<file path="config.mk">
export PLATFORM = sky130hd
export DESIGN_NAME = dsi_axil_arbiter
export DESIGN_NICKNAME = d
export VERILOG_FILES = /design/src/rtl/dsi_axil_arbiter.sv
export SDC_FILE = /design/constraint.sdc
export NUM_CORES = 1
export LEC_CHECK = 0
export CAP_MARGIN = 20
export CORE_AREA = 2 2 106 108
export DETAILED_ROUTE_END_ITERATION = 10
export DIE_AREA = 0 0 108 110
export GPL_TIMING_DRIVEN = 1
export PLACE_DENSITY = 0.67
export SLEW_MARGIN = 20
export SYNTH_ARGS = -nofsm -noshare
export SYNTH_HDL_FRONTEND = slang
export SYNTH_SLANG_ARGS = --single-unit
</file>
<file path="constraint.sdc">
create_clock -name i_axi_clk -period 1.58 [get_ports i_axi_clk]
set_clock_uncertainty 0.05 [all_clocks]
set_input_delay 0.237 -clock i_axi_clk [delete_from_list [all_inputs] [get_ports i_axi_clk]]
set_output_delay 0.237 -clock i_axi_clk [all_outputs]
set_load 0.02 [all_outputs]
</file>
<file path="src/rtl/dsi_axil_arbiter.sv">
// dsi_axil_arbiter: two-master AXI4-Lite arbiter in front of the dsi_tx config port.
// Master 0 is the panel init sequencer, master 1 the runtime command master.
// One transaction at a time, round-robin on ties, master 1 can be locked out.
// Optional watchdog abort is enabled with `define DSI_AXIL_ARB_TIMEOUT_EN.
module dsi_axil_arbiter #(
    parameter int ADDR_W         = 7,
    parameter int DATA_W         = 32,
    parameter int TIMEOUT_CYCLES = 1024
) (
    input  logic              i_axi_clk,
    input  logic              i_srst,
    input  logic              i_m1_lock,
    // master 0
    input  logic [ADDR_W-1:0] i_m0_awaddr,
    input  logic              i_m0_awvalid,
    output logic              o_m0_awready,
    input  logic [DATA_W-1:0] i_m0_wdata,
    input  logic              i_m0_wvalid,
    output logic              o_m0_wready,
    output logic              o_m0_bvalid,
    input  logic              i_m0_bready,
    input  logic [ADDR_W-1:0] i_m0_araddr,
    input  logic              i_m0_arvalid,
    output logic              o_m0_arready,
    output logic [DATA_W-1:0] o_m0_rdata,
    output logic              o_m0_rvalid,
    input  logic              i_m0_rready,
    // master 1
    input  logic [ADDR_W-1:0] i_m1_awaddr,
    input  logic              i_m1_awvalid,
    output logic              o_m1_awready,
    input  logic [DATA_W-1:0] i_m1_wdata,
    input  logic              i_m1_wvalid,
    output logic              o_m1_wready,
    output logic              o_m1_bvalid,
    input  logic              i_m1_bready,
    input  logic [ADDR_W-1:0] i_m1_araddr,
    input  logic              i_m1_arvalid,
    output logic              o_m1_arready,
    output logic [DATA_W-1:0] o_m1_rdata,
    output logic              o_m1_rvalid,
    input  logic              i_m1_rready,
    // slave (dsi_tx axi_*)
    output logic [ADDR_W-1:0] o_s_awaddr,
    output logic              o_s_awvalid,
    input  logic              i_s_awready,
    output logic [DATA_W-1:0] o_s_wdata,
    output logic              o_s_wvalid,
    input  logic              i_s_wready,
    input  logic              i_s_bvalid,
    output logic              o_s_bready,
    output logic [ADDR_W-1:0] o_s_araddr,
    output logic              o_s_arvalid,
    input  logic              i_s_arready,
    input  logic [DATA_W-1:0] i_s_rdata,
    input  logic              i_s_rvalid,
    output logic              o_s_rready,
    // status
    output logic [1:0]        o_grant,
    output logic              o_timeout
);

    typedef enum logic [2:0] {
        IDLE, ARB, WR, WRESP, RD, RDATA, ABORT_W, ABORT_R
    } state_t;

    state_t      state, state_nxt;
    logic [1:0]  grant_nxt;
    logic        last, last_nxt;
    logic [1:0]  req, req_q;
    logic        aw_done, w_done;
    logic        aw_hs, w_hs;
    logic        pick;

    // owner-side view of the currently granted master
    logic              sel;
    logic [ADDR_W-1:0] m_awaddr, m_araddr;
    logic [DATA_W-1:0] m_wdata;
    logic              m_awvalid, m_wvalid, m_bready, m_arvalid, m_rready;

    // master-facing response signals before demux to the owner
    logic              awready_c, wready_c, bvalid_c, arready_c, rvalid_c;
    logic [DATA_W-1:0] rdata_c;

    assign req[0] = i_m0_awvalid | i_m0_arvalid;
    assign req[1] = (i_m1_awvalid | i_m1_arvalid) & ~i_m1_lock;

    assign sel       = o_grant[1];
    assign m_awaddr  = sel ? i_m1_awaddr  : i_m0_awaddr;
    assign m_awvalid = sel ? i_m1_awvalid : i_m0_awvalid;
    assign m_wdata   = sel ? i_m1_wdata   : i_m0_wdata;
    assign m_wvalid  = sel ? i_m1_wvalid  : i_m0_wvalid;
    assign m_bready  = sel ? i_m1_bready  : i_m0_bready;
    assign m_araddr  = sel ? i_m1_araddr  : i_m0_araddr;
    assign m_arvalid = sel ? i_m1_arvalid : i_m0_arvalid;
    assign m_rready  = sel ? i_m1_rready  : i_m0_rready;

`ifdef DSI_AXIL_ARB_TIMEOUT_EN
    localparam int CNT_W = $clog2(TIMEOUT_CYCLES) + 1;
    logic [CNT_W-1:0] cnt;
    logic             timeout_hit;
`endif

    // next-state, grant and channel passthrough
    always_comb begin
        state_nxt   = state;
        grant_nxt   = o_grant;
        last_nxt    = last;
        pick        = 1'b0;
        aw_hs       = 1'b0;
        w_hs        = 1'b0;
        o_s_awaddr  = '0;
        o_s_awvalid = 1'b0;
        o_s_wdata   = '0;
        o_s_wvalid  = 1'b0;
        o_s_bready  = 1'b0;
        o_s_araddr  = '0;
        o_s_arvalid = 1'b0;
        o_s_rready  = 1'b0;
        awready_c   = 1'b0;
        wready_c    = 1'b0;
        bvalid_c    = 1'b0;
        arready_c   = 1'b0;
        rvalid_c    = 1'b0;
        rdata_c     = '0;
`ifdef DSI_AXIL_ARB_TIMEOUT_EN
        timeout_hit = 1'b0;
`endif
        case (state)
            IDLE: if (|req) state_nxt = ARB;
            ARB: begin
                // on a tie the master not served last wins; last=1 after reset
                pick      = (req_q == 2'b11) ? ~last : req_q[1];
                grant_nxt = pick ? 2'b10 : 2'b01;
                state_nxt = (pick ? i_m1_awvalid : i_m0_awvalid) ? WR : RD;
            end
            WR: begin
                // a channel that already handshook stops presenting valid
                o_s_awaddr  = m_awaddr;
                o_s_awvalid = m_awvalid & ~aw_done;
                awready_c   = i_s_awready & ~aw_done;
                o_s_wdata   = m_wdata;
                o_s_wvalid  = m_wvalid & ~w_done;
                wready_c    = i_s_wready & ~w_done;
                aw_hs       = o_s_awvalid & i_s_awready;
                w_hs        = o_s_wvalid & i_s_wready;
                if ((aw_done | aw_hs) && (w_done | w_hs)) state_nxt = WRESP;
            end
            WRESP: begin
                o_s_bready = m_bready;
                bvalid_c   = i_s_bvalid;
                if (i_s_bvalid && m_bready) begin
                    state_nxt = IDLE;
                    grant_nxt = 2'b00;
                    last_nxt  = sel;
                end
            end
            RD: begin
                o_s_araddr  = m_araddr;
                o_s_arvalid = m_arvalid;
                arready_c   = i_s_arready;
                if (m_arvalid && i_s_arready) state_nxt = RDATA;
            end
            RDATA: begin
                o_s_rready = m_rready;
                rvalid_c   = i_s_rvalid;
                rdata_c    = i_s_rdata;
                if (i_s_rvalid && m_rready) begin
                    state_nxt = IDLE;
                    grant_nxt = 2'b00;
                    last_nxt  = sel;
                end
            end
`ifdef DSI_AXIL_ARB_TIMEOUT_EN
            ABORT_W: begin
                bvalid_c = 1'b1;
                if (m_bready) begin
                    state_nxt = IDLE;
                    grant_nxt = 2'b00;
                    last_nxt  = sel;
                end
            end
            ABORT_R: begin
                rvalid_c = 1'b1;
                rdata_c  = DATA_W'(32'hDEADBEEF);
                if (m_rready) begin
                    state_nxt = IDLE;
                    grant_nxt = 2'b00;
                    last_nxt  = sel;
                end
            end
`endif
            default: state_nxt = IDLE;
        endcase
`ifdef DSI_AXIL_ARB_TIMEOUT_EN
        // watchdog: cut the slave off and hand the owner a fake response
        if ((state inside {WR, WRESP, RD, RDATA}) && cnt == CNT_W'(TIMEOUT_CYCLES - 1)) begin
            timeout_hit = 1'b1;
            o_s_awvalid = 1'b0;
            o_s_wvalid  = 1'b0;
            o_s_arvalid = 1'b0;
            o_s_bready  = 1'b0;
            o_s_rready  = 1'b0;
            awready_c   = 1'b0;
            wready_c    = 1'b0;
            bvalid_c    = 1'b0;
            arready_c   = 1'b0;
            rvalid_c    = 1'b0;
            rdata_c     = '0;
            aw_hs       = 1'b0;
            w_hs        = 1'b0;
            grant_nxt   = o_grant;
            last_nxt    = last;
            state_nxt   = (state == WR || state == WRESP) ? ABORT_W : ABORT_R;
        end
`endif
    end

    // state, grant, round-robin pointer and write-channel flags
    always_ff @(posedge i_axi_clk) begin
        if (i_srst) begin
            state   <= IDLE;
            o_grant <= 2'b00;
            last    <= 1'b1;
            req_q   <= 2'b00;
            aw_done <= 1'b0;
            w_done  <= 1'b0;
        end else begin
            state   <= state_nxt;
            o_grant <= grant_nxt;
            last    <= last_nxt;
            if (state == IDLE) req_q <= req;
            aw_done <= (state_nxt == WR) ? (aw_done | aw_hs) : 1'b0;
            w_done  <= (state_nxt == WR) ? (w_done | w_hs) : 1'b0;
        end
    end

`ifdef DSI_AXIL_ARB_TIMEOUT_EN
    // watchdog counter restarts on every state change; timeout pulse lands on abort entry
    always_ff @(posedge i_axi_clk) begin
        if (i_srst) begin
            cnt       <= '0;
            o_timeout <= 1'b0;
        end else begin
            cnt       <= (state_nxt != state) ? '0 : cnt + 1'b1;
            o_timeout <= timeout_hit;
        end
    end
`else
    assign o_timeout = 1'b0;
`endif

    assign o_m0_awready = o_grant[0] & awready_c;
    assign o_m0_wready  = o_grant[0] & wready_c;
    assign o_m0_bvalid  = o_grant[0] & bvalid_c;
    assign o_m0_arready = o_grant[0] & arready_c;
    assign o_m0_rvalid  = o_grant[0] & rvalid_c;
    assign o_m0_rdata   = o_grant[0] ? rdata_c : '0;
    assign o_m1_awready = o_grant[1] & awready_c;
    assign o_m1_wready  = o_grant[1] & wready_c;
    assign o_m1_bvalid  = o_grant[1] & bvalid_c;
    assign o_m1_arready = o_grant[1] & arready_c;
    assign o_m1_rvalid  = o_grant[1] & rvalid_c;
    assign o_m1_rdata   = o_grant[1] ? rdata_c : '0;

endmodule

</file>
==> implementation parameters, run 1 <==
Parameter                              Value

Cells and area
  Fillcell total ... 921
  Core Util, Final ... 58.90%
  Final cell count without fillers ... 730
  Synthesis-to-finish area growth ... 224.9%
  NumNets Final ... 733
  Layout cells sized above 1 ... 56.95%
  Post-route standard cell area excluding fillers ... 0.006301 mm²
  Area used by multi-input combinational logic ... 0.002272 mm²
  Total area of sequential cells ... 215.2 µm²
  Ant. Diodes ... 0

Global route
  Total grt overflow ... 0
  Number of global-route vias before repair ... 3146
  Global-route wire length before repair ... 16.42 mm
  Overall fraction of global-route tracks in use ... 17.67%
  Antenna violations before repair ... 0
  Largest net degree at the start of global routing ... 34

Logic synthesis
  Most used standard cell by instance count after synthesis ... sky130_fd_sc_hd__and2_1
  Post-synthesis instance total ... 278
  Share of flip-flops with an asynchronous set or reset after synthesis ... 0%
  Distinct cell type count of the synthesized netlist ... 40
  Most area-consuming cells after synthesis ... sky130_fd_sc_hd__mux2i_1 (26%), sky130_fd_sc_hd__and2_1 (22%), sky130_fd_sc_hd__nor2_1 (11%)
  Number of flops mapped to enable cells by yosys ... 0
  Share of the yosys chip area belonging to registers ... 10.32%
  Share of synthesized cell area in and, or, nand and nor gates ... 46.13%
  XOR/XNOR share of the synthesized area ... 0%
  Netlist Area Pre-Place ... 0.001939 mm²
  Synth top area share ... 25.81%
  Synthesized area per cell ... 6.976 µm²
  Compound-Gate Fraction of Synth Area ... 7.484%
  Post-synth top cells ... sky130_fd_sc_hd__and2_1 (68), sky130_fd_sc_hd__nor2_1 (57), sky130_fd_sc_hd__mux2i_1 (50)
  Adder and majority gate portion of the synthesized area ... 0%
  Combinational family with the most area after synthesis ... simple AND/OR/NAND/NOR gates
  Ys Warns ... 0
  Synthesized netlist net count ... 420
  Top cell type by total area after synthesis ... sky130_fd_sc_hd__mux2i_1
  Number of flip-flops and latches in the synthesized netlist ... 10
  Dominant synthesized flop cell ... sky130_fd_sc_hd__dfxtp_1
  Mux contribution to synthesized area ... 28.45%

Clocking
  Number of buffers added by the clock tree synthesis step ... 3
  Root cell of the clock tree ... sky130_fd_sc_hd__clkbuf_8
  Buffer depth of the longest clock path ... 2
  Number of clock sinks ... 10
  Hold buffers post-CTS ... 0
  CTS H-tree lvls ... 1
  Clk_lat worst skew ... 0.23 ns
  Clock edge transition at the registers on the reported setup and hold paths ... 0.05 ns
  CTS tree ... yes

Routing
  DR vias/cell ... 4.499
  Via Count ... 3284
  Post-detailed-route wirelength per cell ... 17.25 µm
  Initial DRC Count ... 108
  Total wire length ... 12.59 mm
  Antenna Nets Post-Route ... 0
  Length of the first detailed-routing pass in iterations ... 4
  Total DRC errors in the routed layout ... 0

Floorplan
  Initial core utilization ... 18.13%
  Die span in y ... 110 µm
  Number of cell rows ... 38
  Total Die Area ... 0.01188 mm²
  Die span in x ... 108 µm
  Core area ... 0.01070 mm²
  Number of top-level design ports ... 270

Setup path
  Crit-path max FO ... 8
  Kind of start point of the critical path ... flop
  Required time worst endpoint ... 1.29 ns
  Category of the worst setup path capture point ... output port
  Critical path arrival ... 1.56 ns
  Worst Setup Path Type ... flop to output port

STA
  Max frequency ... 541.1 MHz
  Final count of hold timing violations ... 0
  Number of pins exceeding their max-slew limit in the final report ... 0
  # setup viols final ... 126
  Total negative slack for setup checks ... -23.05 ns
  Setup repair after global routing missed its margin ... true
  Final cycle utilization of the critical path ... 117.0%
  Min Clock Period, post-route ... 1.848 ns
  Hold_ws ... 0.4610 ns
  Setup slack after layout ... -0.2683 ns

Place
  Pre-CTS setup slack ... -0.5351 ns
  Detailed-placement wirelength estimate ... 9.307 mm
  Number of placed instances with taps included ... 702
  Routability congestion estimate from global placement ... 0.7922
  Placed cell areas ... 0.005225 mm²
  Input/output buffers ... 268

Pwr
  Leakage dissipation ... 2.637 nW
  Overall power after layout ... 2.478 mW
  Peak supply drop ... 284.9 µV
  Areal power density over the cells ... 393.2 mW/mm²

Status
  Violated checks ... negative setup slack
  Outcome ... finished, violations left

Job
  Max-capacitance violation count ... 0

Worst hold path
  Path type of the worst min-delay path ... flop to flop
cells by family (layout without fill, tap and decap cells):
| family | count (synthesis) | after routing |
|---|---|---|
| other cells | 1 | 1 |
| flops | 10 | 10 |
| compound gates | 21 | 21 |
| mux | 54 | 54 |
| simple gates | 162 | 164 |
| buf+inv | 30 | 340 |
registers in the layout, summed over array words and instances, names as in the netlist:
name	count
aw_done	1
last	1
o_grant	2
req_q	2
state	3
w_done	1
worst paths after layout:
check,cells past startpoint,start,to,slack (ns)
setup / recovery,4,state[0]$_SDFF_PP0_,o_m0_wready,-0.27
hold / removal,2,req_q[0]$_SDFFE_PP0P_,req_q[0]$_SDFFE_PP0P_,0.46
setup reg to reg,6,o_grant[1]$_SDFFE_PP0P_,aw_done$_SDFF_PP0_,-0.13
hold reg to reg,2,req_q[0]$_SDFFE_PP0P_,req_q[0]$_SDFFE_PP0P_,0.46
layout by cell type (no fill, tap or decap), types with 3 or more instances in the layout:
master,instances
sky130_fd_sc_hd__clkbuf_16,5
sky130_fd_sc_hd__mux2i_4,8
sky130_fd_sc_hd__clkbuf_8,4
sky130_fd_sc_hd__nor2_2,5
sky130_fd_sc_hd__a21oi_1,4
sky130_fd_sc_hd__and2_1,13
sky130_fd_sc_hd__nor3_1,3
sky130_fd_sc_hd__nand3b_1,3
sky130_fd_sc_hd__inv_1,5
sky130_fd_sc_hd__or3b_4,3
sky130_fd_sc_hd__and3_4,6
sky130_fd_sc_hd__nor2_1,17
sky130_fd_sc_hd__and2_4,55
sky130_fd_sc_hd__mux2i_1,30
sky130_fd_sc_hd__dfxtp_4,4
sky130_fd_sc_hd__buf_6,115
sky130_fd_sc_hd__nand2_1,3
sky130_fd_sc_hd__nor2_4,35
sky130_fd_sc_hd__clkdlybuf4s50_1,141
sky130_fd_sc_hd__dfxtp_1,6
sky130_fd_sc_hd__buf_4,53
sky130_fd_sc_hd__mux2i_2,13
sky130_fd_sc_hd__and3_1,4
sky130_fd_sc_hd__buf_12,12
power by group:
group	total [mW]	switching [mW]	internal [mW]
logic	1.83	0.795	1.03
registers	0.335	0.0437	0.291
clock network	0.315	0.0960	0.219
area by class of cell:
| type | count | area share, % |
|---|---|---|
| Tap cell | 140 | 2.780 |
| Multi-Input combinational cell | 240 | 36.06 |
| Inverter | 5 | 0.2979 |
| Timing Repair Buffer | 331 | 56.57 |
| Sequential cell | 10 | 3.415 |
| Clock buffer | 4 | 0.8737 |
worst max-delay path, stage by stage (launching register included):
cell	delay, ns
sky130_fd_sc_hd__dfxtp_4	0.36
sky130_fd_sc_hd__or3b_4	0.50
sky130_fd_sc_hd__nor2_2	0.14
sky130_fd_sc_hd__and3_1	0.19
sky130_fd_sc_hd__buf_6	0.13
layer usage:
layer	vias up	GRT usage, %	part of all wire, %	wire length, µm
li1	1564	-	-	-
met1	1519	18.14	35	4352
met2	187	35.89	54	6852
met3	14	4.938	9.6	1207
met4	0	2.747	1.4	177
met5	-	0	0	0
repair_timing:
action,in CTS,in global routing
buffers inserted,0,13
pin swaps,9,58
endpoints found under the setup margin,130,132
cloned,3,8
gates resized for setup,678,200
(Power assumes the default switching activity.)
==> run 2: changes to the inputs <==
- CELL_PAD_IN_SITES_DETAIL_PLACEMENT: unset -> 1
- CELL_PAD_IN_SITES_GLOBAL_PLACEMENT: unset -> 2
- CORE_AREA: 2 2 106 108 -> unset
- CORE_UTILIZATION: unset -> 10
- DIE_AREA: 0 0 108 110 -> unset
- PLACE_DENSITY: 0.67 -> 0.85
==> run 2 against run 1 <==
Largest cell class unchanged. Combinational power increased by 8%. Register-to-register slack worse by 0.14 ns. Hold slack better by 0.0080 ns. Cell area up 8.1%. Highest routed layer unchanged. Critical path depth up 2. Routed wire length grew 26%. Non-clock buffer count rose by 26. Sequential share of layout area is 0.29 points lower. First-iteration DRC count fell by 33%. The run still ends with negative setup slack left. Clock power up 63%.
==> implementation parameters, run 2 (synthesized netlist as in run 1, its figures left out) <==
Parameter                              Value

Status
  Outcome ... finished, violations left (unchanged)
  Violated checks ... negative setup slack (unchanged)

Setup path
  Crit path max-delay cell type ... sky130_fd_sc_hd__dfxtp_4 (was sky130_fd_sc_hd__or3b_4)
  Critical path arrival ... 1.64 ns (was 1.56 ns)
  Kind of start point of the critical path ... flop (unchanged)
  Required time worst endpoint ... 1.29 ns (about the same)
  Category of the worst setup path capture point ... output port (unchanged)
  Worst Setup Path Type ... flop to output port (unchanged)
  Startpoint of the worst setup timing path ... o_grant[1]$_SDFFE_PP0P_ (was state[0]$_SDFF_PP0_)
  Reg-to-reg critical path startpoint ... state[1]$_SDFF_PP0_ (was o_grant[1]$_SDFFE_PP0P_)
  Most common cell type on the critical path ... sky130_fd_sc_hd__buf_12
  Number of buffer and inverter stages on the critical path ... 4 (was 1)
  Worst path max stage delay ... 0.41 ns (was 0.50 ns)
  Cell family with most CP delay ... buffers and inverters (was simple AND/OR/NAND/NOR gates)
  Crit-path max FO ... 8 (unchanged)
  Sequence of cells on the critical path ... buf_12, buf_12, buf_16, mux2i_1, nor2_4, buf_6 (was or3b_4, nor2_2, and3_1, buf_6)

Cells and area
  Ant. Diodes ... 0 (unchanged)
  Register ranked first by flip-flop count ... state (unchanged)
  Post-route standard cell area excluding fillers ... 0.006812 mm² (was 0.006301 mm²)
  Total area of sequential cells ... 212.7 µm² (was 215.2 µm²)
  Registers with the most flip-flops ... state: 3 flops, o_grant: 2 flops, req_q: 2 flops (unchanged)
  Synthesis-to-finish area growth ... 251.2% (was 224.9%)
  NumNets Final ... 758 (was 733)
  Most frequent cells in the layout ... sky130_fd_sc_hd__clkdlybuf4s50_1 (141), sky130_fd_sc_hd__buf_6 (126), sky130_fd_sc_hd__buf_4 (60), sky130_fd_sc_hd__and2_4 (52), sky130_fd_sc_hd__mux2i_1 (34) (was sky130_fd_sc_hd__clkdlybuf4s50_1 (141), sky130_fd_sc_hd__buf_6 (115), sky130_fd_sc_hd__and2_4 (55), sky130_fd_sc_hd__buf_4 (53), sky130_fd_sc_hd__nor2_4 (35))
  Layout cells sized above 1 ... 59.02% (was 56.95%)
  Area used by multi-input combinational logic ... 0.002291 mm² (was 0.002272 mm²)
  Fillcell total ... 2074 (was 921)
  Flip-flop count of the largest register, all copies and words added ... 3 (unchanged)
  Leading cell type in the layout, fill and taps excluded ... sky130_fd_sc_hd__clkdlybuf4s50_1 (unchanged)

Place
  Input/output buffers ... 268 (unchanged)
  Placed cell areas ... 0.005323 mm² (was 0.005225 mm²)
  Pre-CTS setup slack ... -0.5683 ns (was -0.5351 ns)
  Routability congestion estimate from global placement ... 0.8880 (was 0.7922)
  Detailed-placement wirelength estimate ... 10.57 mm (was 9.307 mm)

Clocking
  CTS tree ... yes (unchanged)
  Clk_lat worst skew ... 0.24 ns (was 0.23 ns)
  Buffer depth of the longest clock path ... 2 (unchanged)
  Number of buffers added by the clock tree synthesis step ... 3 (unchanged)
  Hold buffers post-CTS ... 0 (unchanged)
  Root cell of the clock tree ... sky130_fd_sc_hd__clkbuf_16 (was sky130_fd_sc_hd__clkbuf_8)
  CTS H-tree lvls ... 1 (unchanged)
  Number of clock sinks ... 10 (unchanged)
  Clock edge transition at the registers on the reported setup and hold paths ... 0.04 ns (was 0.05 ns)

STA
  Number of pins exceeding their max-slew limit in the final report ... 0 (unchanged)
  Setup repair after global routing missed its margin ... true (unchanged)
  Hold_ws ... 0.4690 ns (was 0.4610 ns)
  Total negative slack for setup checks ... -28.77 ns (was -23.05 ns)
  Final count of hold timing violations ... 0 (unchanged)
  Setup slack after layout ... -0.3432 ns (was -0.2683 ns)
  Max frequency ... 520.0 MHz (was 541.1 MHz)
  # setup viols final ... 130 (was 126)
  Min Clock Period, post-route ... 1.923 ns (was 1.848 ns)
  Final cycle utilization of the critical path ... 121.7% (was 117.0%)

Routing
  Antenna Nets Post-Route ... 0 (unchanged)
  Total DRC errors in the routed layout ... 0 (unchanged)
  Length of the first detailed-routing pass in iterations ... 4 (unchanged)
  Via Count ... 3389 (was 3284)
  Post-detailed-route wirelength per cell ... 18.11 µm (was 17.25 µm)
  Initial DRC Count ... 72 (was 108)
  Total wire length ... 15.85 mm (was 12.59 mm)
  DR vias/cell ... 3.873 (was 4.499)

Floorplan
  Core area ... 0.01883 mm² (was 0.01070 mm²)
  Number of cell rows ... 50 (was 38)
  Die span in x ... 141.3 µm (was 108 µm)
  Initial core utilization ... 10.30% (was 18.13%)
  Die span in y ... 141.3 µm (was 110 µm)
  Number of top-level design ports ... 270 (unchanged)
  Total Die Area ... 0.01995 mm² (was 0.01188 mm²)

Global route
  Number of global-route vias before repair ... 3715 (was 3146)
  Total grt overflow ... 0 (unchanged)
  Largest net degree at the start of global routing ... 16 (was 34)
  Overall fraction of global-route tracks in use ... 14.13% (was 17.67%)
  Antenna violations before repair ... 0 (unchanged)
  Global-route wire length before repair ... 21.45 mm (was 16.42 mm)

Job
  Max-capacitance violation count ... 0 (unchanged)

Pwr
  Leakage dissipation ... 2.778 nW (was 2.637 nW)
  Overall power after layout ... 2.827 mW (was 2.478 mW)
  Peak supply drop ... 285.6 µV (was 284.9 µV)
  Areal power density over the cells ... 415.1 mW/mm² (was 393.2 mW/mm²)

Worst hold path
  Min-Delay Startpoint ... req_q[0]$_SDFFE_PP0P_ (unchanged)
  Path type of the worst min-delay path ... flop to flop (unchanged)
## run 2: final cells by class
type                            instances  share of cell area (%)
Multi-Input combinational cell        239                   33.63
Inverter                                5                  0.2755
Clock buffer                            4                   1.304
Tap cell                              260                   4.776
Timing Repair Buffer                  357                   56.89
Sequential cell                        10                   3.123
## run 2: through the flow
stage,cells,utilization [%]
floorplan,278,-
global placement,820,28.27
detailed placement,820,28.27
CTS,866,32.54
global route,875,36.17
finish,875,36.17
## run 2: final timing paths
path	to	slack [ns]	cells past startpoint
max	o_s_awaddr[5]	-0.34	6
min	req_q[0]$_SDFFE_PP0P_	0.47	2
max reg2reg	w_done$_SDFF_PP0_	-0.27	7
min reg2reg	req_q[0]$_SDFFE_PP0P_	0.47	2
## run 2: routing by layer
metal / vias up / global-route usage, % / routed length [µm]
li1: 1612 / - / -
met1: 1639 / 15.30 / 5901
met2: 128 / 27.96 / 8855
met3: 10 / 2.801 / 921
met4: 0 / 2.975 / 167
met5: - / 0 / 0
## run 2: timing repair
action,4_1_cts,5_1_grt
resized for setup,726,175
pin swaps,23,55
setup endpoints to repair,131,136
gates cloned,10,3
setup buffers,35,10
## run 2: report_power, final
part	internal, mW	switching (mW)	total [mW]
sequential	0.291	0.0387	0.330
combinational	1.11	0.868	1.98
clock	0.382	0.133	0.515
## run 2: tightest hold or removal path: cells and delay by family, from the launching register on
kind	cells	cell delay (ns)
AOI/OAI and AO/OA	1	0.06
DFF	1	0.31
and+or+nand+nor	1	0.10
==> patch 1 (flow settings as in run 1) <==
Build with the macro `DSI_AXIL_ARB_TIMEOUT_EN` defined.
--- a/src/rtl/dsi_axil_arbiter.sv
+++ b/src/rtl/dsi_axil_arbiter.sv
@@ -3,4 +3,6 @@
 // One transaction at a time, round-robin on ties, master 1 can be locked out.
 // Optional watchdog abort is enabled with `define DSI_AXIL_ARB_TIMEOUT_EN.
+`define DSI_AXIL_ARB_TIMEOUT_EN
+
 module dsi_axil_arbiter #(
     parameter int ADDR_W         = 7,
Formal check against the unedited RTL: no difference found for any inputs over 10 cycles, from zero or initial values and one cycle with i_srst high; that may be too few to reach the edited logic, so the function may still have changed.
==> patch 1 against run 1 <==
  * The flow still finishes with violations (setup timing)
  * Wire length up 53%
  * Final area increased by 36%
  * Setup slack worse by 0.47 ns
  * Total power is 57% higher
  * Combinational power grew 54%
  * Final cell count rose by 25%
  * Synthesized cell count rose by 38%
  * Sequential cell count increased by 12
  * Synthesized area is 32% higher
  * Die area did not move
  * Critical endpoint is now o_m1_rdata[18]
  * Largest cell class unchanged
  * Largest power group unchanged
==> patch 1: results (changes against run 1) <==
status -> finished, violations left
failing checks -> setup timing
sequential fraction of the synthesis area -> 0.172 (+0.0687)
Non-Filler Instances -> 912 (+25%)
setup_tns -> -72.14 ns (-49.09 ns)
top cells by area, synth -> nor2_1, mux2i_1, dfxtp_1
vias in the first global route -> 4738 (+51%)
Worst Hold Slack -> 0.487 ns (+0.0255 ns)
DR WL met2 -> 10600 um (+54%)
Post-Synth Adder-Cell Area -> 0.00489 (+0.00489)
register-to-register setup slack -> -0.65 ns (-0.52 ns)
GR Util met1 -> 0.303 (+0.122)
Fillers -> 602 (-35%)
share of cells above drive strength 1 -> 0.619 (+0.0492)
CTS clock-pin slew for the worst setup and hold paths -> 0.09 ns (+0.04 ns)
total power -> 3.88 mW (+57%)
Top Layer Used -> met4
final hold violations -> 0 (unchanged)
Total Routing Usage GR -> 0.278 (+0.102)
CP delay by family, top -> buffers and inverters
distinct cell type count after synthesis -> 50 (+25%)
placement-stage cell area -> 6580 sq um (+26%)
Seq pwr share -> 0.167 (+0.032)
synthesized net count -> 526 (+25%)
Via density -> 4.99 (+11%)
worst skew pair latency -> 0.27 ns (+0.04 ns)
Post-CTS Setup Inserts -> 44 (+44)
HPWL Detailed -> 11600 um (+25%)
Peak supply drop -> 0.546 mV (+92%)
met3 WL -> 1300 um (+7.3%)
WL met1 -> 6720 um (+54%)
fin nets -> 915 (+25%)
DRT Wirelength -> 19200 um (+53%)
Worst Slack Setup Final -> -0.742 ns (-0.474 ns)
Compound-Gate Fraction of Synth Area -> 0.0938 (+0.0190)
Comb power frac -> 0.724 (-0.014)
met3 GRT Util -> 0.0647 (+0.0153)
Post-synth top cells -> nor2_1, mux2i_1, and3_1, dfxtp_1, clkbuf_1
CP Data Arrival Time -> 2.03 ns (+0.47 ns)
share of the synthesized area in the top cell type -> 0.205 (-0.0529)
Synth Area in XOR/XNOR -> 0.0371 (+0.0371)
largest fanout on the critical path -> 7 (-1)
gpl congestion -> 0.867 (+9.4%)
static leakage power -> 3.32 nW (+26%)
first-pass GRT wire length -> 25600 um (+56%)
M2 GR Usage -> 0.535 (+0.176)
Max stage delay on crit path -> 0.36 ns (-0.14 ns)
mux share of post-synthesis cell area -> 0.212 (-0.0725)
Pint -> 2.29 mW (+48%)
Placement Setup Slack -> -1.03 ns (-0.490 ns)
Setup Viol. Count Final -> 145 (+15%)
most common flop cell mapped by yosys -> dfxtp_1
Largest regs -> cnt: 11 flops, state: 3 flops
Slowest-stage cell, CP -> dfxtp_2
pin count of the biggest net entering global routing -> 22 (-35%)
1st-iter DRT viols -> 264 (+140%)
I/O Buffers -> 269 (+0.37%)
==> patch 1: path summary, 6_finish.rpt <==
| path | startpoint | to | cells past startpoint |
|---|---|---|---|
| max | cnt[1]$_SDFF_PP0_ | o_m1_rdata[18] | 11 |
| min | req_q[0]$_SDFFE_PP0N_ | req_q[0]$_SDFFE_PP0N_ | 2 |
| max reg2reg | state[1]$_SDFF_PP0_ | cnt[3]$_SDFF_PP0_ | 8 |
| min reg2reg | req_q[0]$_SDFFE_PP0N_ | req_q[0]$_SDFFE_PP0N_ | 2 |
==> patch 1: area by class of cell <==
| type | instances | area, sq um | area share |
|---|---|---|---|
| Antenna cell | 1 | 2.50 | 0.000291 |
| Clock buffer | 4 | 55.1 | 0.00641 |
| Inverter | 9 | 33.8 | 0.00393 |
| Multi-Input combinational cell | 322 | 3320 | 0.386 |
| Sequential cell | 22 | 458 | 0.0533 |
| Tap cell | 140 | 175 | 0.0204 |
| Timing Repair Buffer | 414 | 4550 | 0.529 |
==> patch 2 (settings of run 1) <==
Made on the original files. Re-encode `state_t` (8 states) as one-hot, 8 bits wide.
--- a/src/rtl/dsi_axil_arbiter.sv
+++ b/src/rtl/dsi_axil_arbiter.sv
@@ -61,6 +61,6 @@
 );
 
-    typedef enum logic [2:0] {
-        IDLE, ARB, WR, WRESP, RD, RDATA, ABORT_W, ABORT_R
+    typedef enum logic [7:0] {
+        IDLE = 8'b00000001, ARB = 8'b00000010, WR = 8'b00000100, WRESP = 8'b00001000, RD = 8'b00010000, RDATA = 8'b00100000, ABORT_W = 8'b01000000, ABORT_R = 8'b10000000
     } state_t;
 
Behaviour: same outputs for any inputs over 10 cycles, from zero or initial values and one cycle with i_srst high; not proved beyond that.
==> patch 2 against run 1 <==
  * Hold slack got worse by 0.047 ns
  * Final area is 6.3% higher
  * Wire length is 5.4% higher
  * The run still ends with setup timing left
  * Sequential share of layout area up 1.3 points
  * Setup slack worse by 0.53 ns
  * Critical path depth grew 4
  * Count of clock-buffer cells in the layout shrank 1
  * Critical endpoint is now o_m1_rdata[24]
  * Synthesized area rose by 14%
  * Fmax fell by 22%
  * Sequential cell count is 5 higher
  * Global-route usage increased by 0.25 points
Power is not compared: it rests on default switching activity, and its combinational part moved more than twofold at a synthesized area within 25%.
==> patch 2: results (changes against run 1) <==
status -> finished, violations left
failing checks -> setup timing
vias -> 3484 (+6.1%)
Post-synth top cells -> and2_1, nor2_1, mux2i_1, dfxtp_1, nor3_1
Total Routing Usage GR -> 0.179 (+0.00252)
HPWL Detailed -> 10100 um (+8.5%)
Worst Hold Slack -> 0.414 ns (-0.0470 ns)
register-to-register setup slack -> -0.28 ns (-0.15 ns)
Setup Viol. Count Final -> 138 (+9.5%)
Synth Area in XOR/XNOR -> 0.00795 (+0.00795)
WL met1 -> 4840 um (+11%)
Via density -> 4.47 (-0.71%)
fin nets -> 783 (+6.8%)
Placement Setup Slack -> -1.05 ns (-0.512 ns)
Worst Slack Setup Final -> -0.795 ns (-0.527 ns)
Mapped Avg Cell Area -> 7.44 sq um (+6.7%)
Post-Place Cells -> 742 (+5.7%)
CP Data Arrival Time -> 2.09 ns (+0.53 ns)
mux share of post-synthesis cell area -> 0.242 (-0.0426)
placement-stage cell area -> 5880 sq um (+13%)
share of cells above drive strength 1 -> 0.591 (+0.0211)
DR WL met2 -> 7270 um (+6.1%)
first-pass GRT wire length -> 17000 um (+3.3%)
distinct cell type count after synthesis -> 49 (+23%)
DRT Wirelength -> 13300 um (+5.4%)
top cells by area, synth -> mux2i_1, and2_1, dfxtp_1
worst skew pair latency -> 0.25 ns (+0.02 ns)
sequential fraction of the synthesis area -> 0.136 (+0.0331)
## patch 2: cell count changes in the layout (fill, tap and decap cells not counted), sizes merged, moves of 3 or more
cell           run 1  this run
or3b               4         1
buf              183       204
dfxtp             10        15
nor2b              2         6
nor3               5        13
o21ai              3         7
clkbuf             9        13
## patch 2: area by class of cell
class,count,area (sq um),share of cell area
multi-input cells,261,2430,0.362
repair buffers,357,3720,0.556
clock inverters,1,5.00,0.000747
well taps,140,175,0.0261
inverters,3,11.3,0.00168
clock buffers,3,41.3,0.00616
flip-flops and latches,15,317,0.0472
## patch 2: per-layer routing
layer	vias to the layer above	global-route usage
li1	1704	-
met2	148	0.339
met1	1624	0.212
met5	-	0
met3	8	0.0400
met4	0	0.0220
## patch 2: how the worst max path moves through the flow
stage          depth (start not counted)        endpoint  slack, ns
6_report                               8  o_m1_rdata[24]      -0.80
3_5_place_dp                           5     o_m0_bvalid      -1.05
5_1_grt                                8  o_m1_rdata[24]      -0.86
3_3_place_gp                           5     o_m0_bvalid      -1.03
2_1_floorplan                          7  o_m0_rdata[10]      -0.43
4_1_cts                                7  o_m0_rdata[19]      -0.83
## patch 2: worst max-delay path, stage by stage (launching register included)
cell,delay [ns]
dfxtp_2,0.32
or4_4,0.56
nor3_4,0.19
nand2_4,0.10
nor2_4,0.15
buf_12,0.13
clkbuf_16,0.14
and2_4,0.14
buf_6,0.11
## patch 2: timing repair
item                       CTS  global route
pin swaps                    3            40
setup endpoints to repair  140           140
cloned                       0             7
gates resized for setup    405           401
setup buffers                1            27
## patch 2: where the power goes
part / internal, mW / total (mW) / switching (mW)
logic: 0.411 / 0.613 / 0.201
registers: 0.381 / 0.388 / 0.00654
clock network: 0.175 / 0.320 / 0.145
